[config.mk]
export PLATFORM = sky130hd
export DESIGN_NAME = xcore_demux4_rx
export DESIGN_NICKNAME = d
export VERILOG_FILES = /design/src/rtl/xcore_demux4_rx.sv
export SDC_FILE = /design/constraint.sdc
export NUM_CORES = 1
export LEC_CHECK = 0
export ABC_AREA = 1
export BUFFER_PORTS_ARGS = -buffer_cell sky130_fd_sc_hd__buf_2
export CAP_MARGIN = 0
export CORE_MARGIN = 5
export CORE_UTILIZATION = 36
export DETAILED_ROUTE_END_ITERATION = 12
export GPL_ROUTABILITY_DRIVEN = 0
export GPL_TIMING_DRIVEN = 0
export PLACE_DENSITY = 0.56
export SKIP_CTS_REPAIR_TIMING = 1
export SLEW_MARGIN = 20
export SYNTH_ARGS = -nofsm -noshare
export SYNTH_HDL_FRONTEND = slang
export SYNTH_SLANG_ARGS = --single-unit
export TNS_END_PERCENT = 1
[constraint.sdc]
create_clock -name clk -period 5.9 [get_ports clk]
set_clock_uncertainty 0.05 [all_clocks]
set_input_delay 0.59 -clock clk [delete_from_list [all_inputs] [get_ports clk]]
set_output_delay 0.59 -clock clk [all_outputs]
set_load 0.01 [all_outputs]
[src/rtl/xcore_demux4_rx.sv]
// Receive side of the Xcore 4:1 line mux: routes sampled bits to four lane
// deserialisers and round-robin arbitrates completed words onto one output.
module xcore_demux4_rx #(
  parameter int DATA_W    = 8,
  parameter bit MSB_FIRST = 1'b1
) (
  input  logic              clk,
  input  logic              rst,
  input  logic              din,
  input  logic              scl,
  input  logic              dir_en,
  input  logic              sample_en,
  input  logic              out_ready,
  output logic              out_valid,
  output logic [DATA_W-1:0] out_data,
  output logic [1:0]        out_lane,
  output logic [3:0]        ovf,
  input  logic [3:0]        ovf_clr
);

  localparam int CW = (DATA_W > 1) ? $clog2(DATA_W) : 1;

  logic [DATA_W-1:0] shift_reg [4];
  logic [CW-1:0]     cnt_reg   [4];
  logic [DATA_W-1:0] hold_reg  [4];
  logic [3:0]        hold_v_reg;
  logic [1:0]        ptr_reg;

  logic [1:0]        sel_lane;
  logic              load;
  logic              grant_v;
  logic [1:0]        grant_lane;
  logic [1:0]        scan_idx;
  logic              grant_fire;

  logic [DATA_W-1:0] shifted [4];
  logic [3:0]        strobe;
  logic [3:0]        done;
  logic [3:0]        freed;
  logic [3:0]        accept;
  logic [3:0]        drop;

  assign sel_lane   = {scl, dir_en};
  assign load       = !out_valid || out_ready;
  assign grant_fire = grant_v && load;

  // Scan from ptr+4 (=ptr) down to ptr+1 so the nearest lane after ptr wins.
  always_comb begin
    grant_v    = 1'b0;
    grant_lane = ptr_reg;
    scan_idx   = ptr_reg;
    for (int i = 4; i >= 1; i--) begin
      scan_idx = ptr_reg + 2'(i);
      if (hold_v_reg[scan_idx]) begin
        grant_v    = 1'b1;
        grant_lane = scan_idx;
      end
    end
  end

  genvar gi;
  generate
    for (gi = 0; gi < 4; gi++) begin : g_lane
      assign strobe[gi]  = sample_en && (sel_lane == 2'(gi));
      assign shifted[gi] = MSB_FIRST ? {shift_reg[gi][DATA_W-2:0], din}
                                     : {din, shift_reg[gi][DATA_W-1:1]};
      assign done[gi]    = strobe[gi] && (cnt_reg[gi] == CW'(DATA_W - 1));
      // A hold slot being granted this cycle can take the new word immediately.
      assign freed[gi]   = grant_fire && (grant_lane == 2'(gi));
      assign accept[gi]  = done[gi] && (!hold_v_reg[gi] || freed[gi]);
      assign drop[gi]    = done[gi] && hold_v_reg[gi] && !freed[gi];
    end
  endgenerate

  always_ff @(posedge clk) begin
    if (rst) begin
      for (int i = 0; i < 4; i++) begin
        shift_reg[i] <= '0;
        cnt_reg[i]   <= '0;
        hold_reg[i]  <= '0;
      end
      hold_v_reg <= '0;
      ptr_reg    <= '0;
      ovf        <= '0;
      out_valid  <= 1'b0;
      out_data   <= '0;
      out_lane   <= '0;
    end else begin
      for (int i = 0; i < 4; i++) begin
        if (strobe[i]) begin
          shift_reg[i] <= shifted[i];
          cnt_reg[i]   <= done[i] ? '0 : cnt_reg[i] + 1'b1;
        end
        if (accept[i]) begin
          hold_reg[i] <= shifted[i];
        end
        hold_v_reg[i] <= accept[i] | (hold_v_reg[i] & ~freed[i]);
        ovf[i]        <= drop[i] | (ovf[i] & ~ovf_clr[i]);
      end
      if (grant_fire) begin
        out_valid <= 1'b1;
        out_data  <= hold_reg[grant_lane];
        out_lane  <= grant_lane;
        ptr_reg   <= grant_lane;
      end else if (out_ready) begin
        out_valid <= 1'b0;
      end
    end
  end

endmodule

==> Yosys cells after proc, flatten, opt, wreduce, memory -nomap -nowiden <==
Memories as Yosys holds them, arrays and structs flattened. A register that Yosys moved wholly into a read port is not among the register bits.
Index checks and enable logic that the tools add are counted.
{ "classes": {"addsub": 7, "n_lt_le_gt_ge": 4, "eq_ne": 10, "muxes": 59, "n_bitwise": 36, "n_reduce_logical": 42} }
{ "op_table": {"columns": ["op", "count"], "rows": [
  ["two-way mux 8 bit", 8],
  ["two-way mux 1 bit", 36],
  ["logical AND 1 bit", 25],
  ["two-way mux 3 bit", 8],
  ["OR 1 bit", 20],
  ["adder 3 x 1 -> 3 bit (second input constant)", 4],
  ["== test 3 bit (second input constant)", 4],
  ["less-than comparator 2 x 3 -> 1 bit (second input constant)", 4],
  ["zero test 1 bit", 9],
  ["AND 1 bit", 8],
  ["binary-select mux 1 bit (select 2 bit)", 4],
  ["== test 2 bit (second input constant)", 4],
  ["inverter 1 bit", 8],
  ["two-way mux 2 bit", 3],
  ["logical OR 1 bit", 5],
  ["adder 2 bit (second input constant)", 2],
  ["== test 2 x 1 -> 1 bit (second input constant)", 2],
  ["zero test 2 bit", 2],
  ["adder 2 x 1 -> 2 bit (second input constant)", 1],
  ["nonzero test 2 bit", 1]
]} }
{ "totals": {"reg_bits": 11, "ramBits": 76, "in_bits": 11, "out_inout_bits": 15, "wordCells": 165, "mem_count": 3} }
{ "memory_table": {"columns": ["memory", "depth", "width", "rd", "rd_ports_with_merged_regs", "write_ports", "line_no", "source"], "rows": [
  ["hold_reg", 4, 8, 1, 1, 4, "25", "logic [DATA_W-1:0] hold_reg [4];"],
  ["shift_reg", 4, 8, 4, 0, 4, "23", "logic [DATA_W-1:0] shift_reg [4];"],
  ["cnt_reg", 4, 3, 4, 0, 4, "24", "logic [CW-1:0] cnt_reg [4];"]
]} }

==> Depth between registers and ports, before layout <==
Gate-level depths: netlist (run 1).
{ "logic_depth": {"depth_word": 14, "ltp_mapped": 16} }

==> Worst setup path after synthesis (run 1) <==
No wires, ideal clock.
{ "synth_timing": {"kind": "register to register", "start": "register ptr_reg[0]", "end": "memory hold_reg[3][0], enable pin", "setup_time_ns": 0.301, "t_arrival_ns": 1.649, "t_required_ns": 5.549, "path_slack_ns": 3.900, "path_stages_with_launch": 15, "path_buffers": 1, "period_less_slack_ns": 2.000, "cell_sequence": "dfxtp_1 -> buf_6 -> inv_6 -> nand2_2 -> nand2_1 -> nand2_1 -> nand2_1 -> inv_1 -> nand2_1 -> nand2_1 -> clkinv_1 -> nand4_1 -> nand2_2 -> nand2_1 -> nand2_1"} }
{ "synth_rtl": {"columns": ["item", "line_no", "source"], "rows": [
  ["from (decl)", "27", "logic [1:0] ptr_reg;"],
  ["from (signal assigned)", "104", "ptr_reg <= grant_lane;"],
  ["to (decl)", "25", null]
]} }

==> results of run 1 <==
## layout make-up
type                            count  area, um2  area share, %
Tap cell                          147      183.9          3.726
Clock buffer                       13      240.2          4.867
Timing Repair Buffer               25      125.1          2.535
Inverter                          114      432.9          8.771
Clock inverter                      3      65.06          1.318
Sequential cell                    91       2542          51.51
Buffer                             10      61.31          1.242
Multi-Input combinational cell    262       1285          26.03
## stage by stage
stage / util [%] / hold WS (ps) / total power, mW / std cells / setup slack (ps)
CTS: 41.44 / 422.7 / 1.671 / 665 / 3575
global route: 41.44 / 440.8 / 1.749 / 665 / 3326
finish: 41.44 / 418.1 / 1.654 / 665 / 3590
global placement: 38.88 / 404.4 / 1.067 / 649 / 3367
floorplan: - / 437.1 / 0.9856 / 477 / 3900
detailed placement: 38.88 / 406.0 / 1.071 / 649 / 3350
## tightest hold or removal path: cells and delay by family (launching register included)
family             cells  cell delay, ps
AOI/OAI and AO/OA      1              60
DFF                    1             300
and+or+nand+nor        1              60
## layout by cell type, fill, tap and decap left out, types with 8 or more instances in the layout
cell type / netlist / routed
a21oi_1: 10 / 10
buf_2: 4 / 29
clkbuf_16: 0 / 9
dfxtp_1: 19 / 19
edfxtp_1: 72 / 72
ha_1: 8 / 8
inv_1: 111 / 111
nand2_1: 73 / 73
nand3_1: 47 / 47
nor2_1: 90 / 90
nor2_2: 8 / 8
## power by group
group / internal [mW] / switching [mW] / total (mW)
Clock: 0.371 / 0.227 / 0.598
Combinational: 0.101 / 0.201 / 0.302
Sequential: 0.735 / 0.0184 / 0.754
## cell families after synthesis
family | count (synthesis) | synth area share [%]
simple gates | 240 | 25.54
fa+ha+maj | 8 | 2.316
buf+inv | 124 | 11.44
flops | 91 | 58.83
compound gates | 14 | 1.882
## per-layer routing
| metal | share of wire, % | global-route usage, % |
|---|---|---|
| met5 | 0 | 0 |
| met4 | 3.2 | 6.514 |
| met3 | 4.6 | 1.791 |
| met2 | 44 | 19.42 |
| met1 | 48 | 17.53 |
## worst max-delay path by stage
stage,endpoint,slack (ps),cells after the start
final,hold_reg[3][2]$_SDFFCE_PN0P_,3590,14
after global routing,hold_reg[3][0]$_SDFFCE_PN0P_,3330,13
after CTS,hold_reg[3][2]$_SDFFCE_PN0P_,3580,14
after detailed placement,shift_reg[2][5]$_SDFFCE_PN0P_,3350,4
after global placement,shift_reg[2][6]$_SDFFCE_PN0P_,3370,4
after floorplan,hold_reg[3][0]$_SDFFCE_PN0P_,3900,14
==> reports/results.ini, run 1 <==
[critical_path]
crit_start = ptr_reg[0]$_SDFFE_PP0P_
start_kind = register
critical-path-top-delay-family = simple AND/OR/NAND/NOR gates
reg2regPathDepth = 14
end_kind = register
r2r_end = hold_reg[3][2]$_SDFFCE_PN0P_
slowest_stage = dfxtp_1
ff2ff_setup_slack_ps = 3590
worst_path_largest_cell_delay_ps = 350
worstSetupPathType = register to register
crit_path_frequent_cell = nand2_1
cp.required_ps = 5860
worstPathArrival_ps = 2270
crit_path_max_fanout = 10
worstPathCellList = buf_6 > inv_6 > nand2_2 > nand2_1 > nand2_1 > nand2_1 > inv_1 > nand2_1 > nand2_1 > clkinv_1 > nand4_1 > nand2_2 > nand2_1 > nand2_1
r2r_start = ptr_reg[0]$_SDFFE_PP0P_
crit_buf_inv = 4

[timing]
rsz0062_at_grt = false
min_period_ps = 2310
fmax_ghz = 0.4329
worstMarginPinSlew_ps = 665.0
setup_tns_ps = 0
max-slew-margin-rel_pct = 55.67
setup_viol = 0
hold_viol = 0
period_share_pct = 39.16
slew_violations = 0

[global_route]
grt_pass1_vias = 2894
grt_pass1_wl_um = 14200
grt-ovfl-total = 0
track_usage_pct = 12.67
grt_max_degree = 15
antenna_found_initial = 0

[power_and_ir_drop]
power_density_nw_per_um2 = 335.1
ir_drop_mv = 0.1492
power.leakage_nw = 2.199

[status]
status = completed

[clocking]
insertion_delay_ps = 340
clk_path_buf_depth = 2
path_clk_slew_ps = 60
clock-sinks = 91
cts_tree = built
cts_root_buf = clkbuf_16
cts_buffers = 9
cts_max_level = 3

[detailed_routing]
wire_per_inst_um = 12.74
first_iter_violations = 147
first_pass_iters = 5
wl_um = 8472
drcViolationCount = 0
vias = 3036
ant_nets = 0
post_drt_via_cell_ratio = 4.565

[floorplan]
core_um2 = 11910
die_h_um = 119.6
io_pins = 26
rows = 40
dieArea_um2 = 14300
initial_core_util_pct = 36.28
fp.dieW_um = 119.6

[cells_and_area]
antenna_cells = 0
num-fill-cells = 1180
syn2layout_area_growth_pct = 14.22
finalInstanceArea_um2 = 4936
final_nets = 532
largest_reg_flops = 32
drive_above_1_share_pct = 13.71

[yosys]
ys_warn_count = 0
syn_area_um2 = 4322
syn_inst = 477
synthFlopType = edfxtp_1
synth.net_count = 496
synth-edff-count = 72
synth_seq_cells = 91
yosysSeqAreaShare_pct = 58.83
synth_top_area_cell = edfxtp_1
yosysTopAreaCellShare_pct = 50.03
synth_area_leaders = edfxtp_1 (50%), inv_1 (9.6%), dfxtp_1 (8.8%)
syn_avg_cell_area_um2 = 9.060
ys_async_sr_fraction_pct = 0
synth.most_common_cell = inv_1
synth_common_cells = inv_1 (111), nor2_1 (90), nand2_1 (73)
synth_cell_type_count = 24

[placement]
port_buffers = 25
dp_hpwl_um = 6293
dpl_cell_area_um2 = 4631

[worst_hold_path]
hold_start = ovf[2]$_SDFF_PP0_
holdPathEnd = ovf[2]$_SDFF_PP0_
hold_class = register to register
hold-path-cell-count = 2

[job]
max_cap_violations = 0

(Power assumes the default switching activity.)
==> run 2, diff against run 1 <==
--- a/config.mk
+++ b/config.mk
@@ -5,7 +5,7 @@
 export SDC_FILE = /design/constraint.sdc
 export NUM_CORES = 1
 export LEC_CHECK = 0
-export ABC_AREA = 1
+export ABC_AREA = 0
 export BUFFER_PORTS_ARGS = -buffer_cell sky130_fd_sc_hd__buf_2
 export CAP_MARGIN = 0
 export CORE_MARGIN = 5
@@ -13,7 +13,7 @@
 export DETAILED_ROUTE_END_ITERATION = 12
 export GPL_ROUTABILITY_DRIVEN = 0
 export GPL_TIMING_DRIVEN = 0
-export PLACE_DENSITY = 0.56
+export PLACE_DENSITY = 0.58
 export SKIP_CTS_REPAIR_TIMING = 1
 export SLEW_MARGIN = 20
 export SYNTH_ARGS = -nofsm -noshare
==> constraint.sdc (replaced) <==
create_clock -name clk -period 2 [get_ports clk]
set_clock_uncertainty 0.05 [all_clocks]
set_input_delay 0.2 -clock clk [delete_from_list [all_inputs] [get_ports clk]]
set_output_delay 0.2 -clock clk [all_outputs]
set_load 0.01 [all_outputs]
==> reports/results.ini, run 2 <==
[status]
status = finished with violations
violations = negative setup slack

[timing]
fin_hold_ws_ps = 69.71
min_period_ps = 2010
period_share_pct = 100.5
rsz0062_at_grt = true
setup_viol = 8
max-slew-margin-rel_pct = 45.46
worstMarginPinSlew_ps = 816.3
fmax_ghz = 0.4974
fin_ws_ps = -10.44
slew_violations = 0
hold_viol = 0

[cells_and_area]
final_common_cell = edfxtp_1
fin_cells = 502
largest_reg_flops = 32
drive_above_1_share_pct = 26.74
final_cell_mix = edfxtp_1 (72), and2_1 (28), nor2_1 (25), buf_2 (25), and3_1 (17)
syn2layout_area_growth_pct = 18.54
final_util_pct = 43.08
num-fill-cells = 1049
final_nets = 373
multi_input_area_um2 = 1470
antenna_cells = 0
regArea_um2 = 2552

[yosys]
synth_common_cells = edfxtp_1 (72), and2_1 (28), nor2_1 (25)
synth_cell_type_count = 45
synth.most_common_cell = edfxtp_1
synth.net_count = 324
synthFlopType = edfxtp_1
ys_async_sr_fraction_pct = 0
syn_avg_cell_area_um2 = 13.43
synth-edff-count = 72
syn_inst = 305
synth_area_leaders = edfxtp_1 (53%), dfxtp_1 (9.3%), and2_1 (4.3%)
ys_warn_count = 0
synth_top_area_cell = edfxtp_1
synth_seq_cells = 91
yosysTopAreaCellShare_pct = 52.78
yosysSeqAreaShare_pct = 62.06
syn_area_um2 = 4096

[worst_hold_path]
hold_class = input pin to register

[clocking]
cts_max_level = 3
clk_path_buf_depth = 2
clock-sinks = 91
path_clk_slew_ps = 60
insertion_delay_ps = 340
cts_buffers = 9
cts_tree = built
cts_root_buf = clkbuf_16

[global_route]
grt-ovfl-total = 0
track_usage_pct = 12.46
grt_pass1_wl_um = 12990
grt_max_degree = 16
grt_pass1_vias = 2553
antenna_found_initial = 0

[floorplan]
rows = 39
io_pins = 26
initial_core_util_pct = 36.34
fp.dieW_um = 116.7
die_h_um = 116.7
dieArea_um2 = 13610
core_um2 = 11270

[power_and_ir_drop]
power_density_nw_per_um2 = 821.6
ir_drop_mv = 0.4729
power.leakage_nw = 1.974

[detailed_routing]
first_iter_violations = 126
ant_nets = 0
drcViolationCount = 0
vias = 2520
first_pass_iters = 4
post_drt_via_cell_ratio = 5.020
wire_per_inst_um = 15.83
wl_um = 7947

[critical_path]
worstSetupPathType = register to register
ff2ff_setup_slack_ps = -10
cp.required_ps = 1970
worstPathArrival_ps = 1980
start_kind = register
crit_path_max_fanout = 8
end_kind = register

[placement]
port_buffers = 25
dp_hpwl_um = 5637
placed_cells = 473

[job]
max_cap_violations = 0

-- run 2: per-stage QoR --
step	setup TNS [ps]	cell area [um2]	setup slack (ps)	total power [mW]
global placement	-7293	4412	-326.9	2.341
CTS	-9147	4703	-361.3	4.012
global route	-1538	4856	-95.48	4.137
floorplan	-584.2	4108	-36.52	2.282
detailed placement	-8771	4412	-354.6	2.346
finish	-69.39	4856	-10.44	3.990
-- run 2: logic make-up after synthesis --
logic type	count (synthesis)	synth area share, %
compound gates	38	9.041
fa+ha+maj	8	2.444
mux	17	4.154
buf+inv	23	2.932
simple gates	128	19.36
flops	91	62.06
-- run 2: cell type report --
type | count | share of cell area, %
Sequential cell | 91 | 52.56
Multi-Input combinational cell | 191 | 30.28
Clock inverter | 7 | 1.366
Timing Repair Buffer | 38 | 4.844
Inverter | 11 | 0.8503
Clock buffer | 9 | 4.638
Tap cell | 143 | 3.685
Buffer | 12 | 1.778
-- run 2: worst paths after layout --
check                           start                      endpoint  cells after the start
max          hold_v_reg[3]$_SDFF_PP0_  hold_reg[2][1]$_SDFFCE_PN0P_                      7
min reg2reg         ovf[0]$_SDFF_PP0_             ovf[0]$_SDFF_PP0_                      2
max reg2reg  hold_v_reg[3]$_SDFF_PP0_  hold_reg[2][1]$_SDFFCE_PN0P_                      7
min                        ovf_clr[0]             ovf[0]$_SDFF_PP0_                      3
-- run 2: worst max-delay path, cell delays in order, from the launching register on --
cell and delay (ps):
dfxtp_2 330, buf_6 140, and3b_1 170, a211oi_2 50
or2_4 280, o31a_1 260, buf_6 140, o21bai_4 260
-- run 2: routing by layer --
metal	wire, um	track usage (%)	vias to the layer above
met2	3544	18.34	42
met3	316	3.627	12
met4	133	4.052	0
met5	0	0	-
li1	-	-	1250
met1	3952	17.73	1216
-- run 2: where the power goes --
group,leakage [nW],switching [mW],internal (mW)
clock,0.147,0.714,0.966
combinational,0.923,0.111,0.0637
sequential,0.904,0.0260,2.11
total,1.97,0.851,3.14
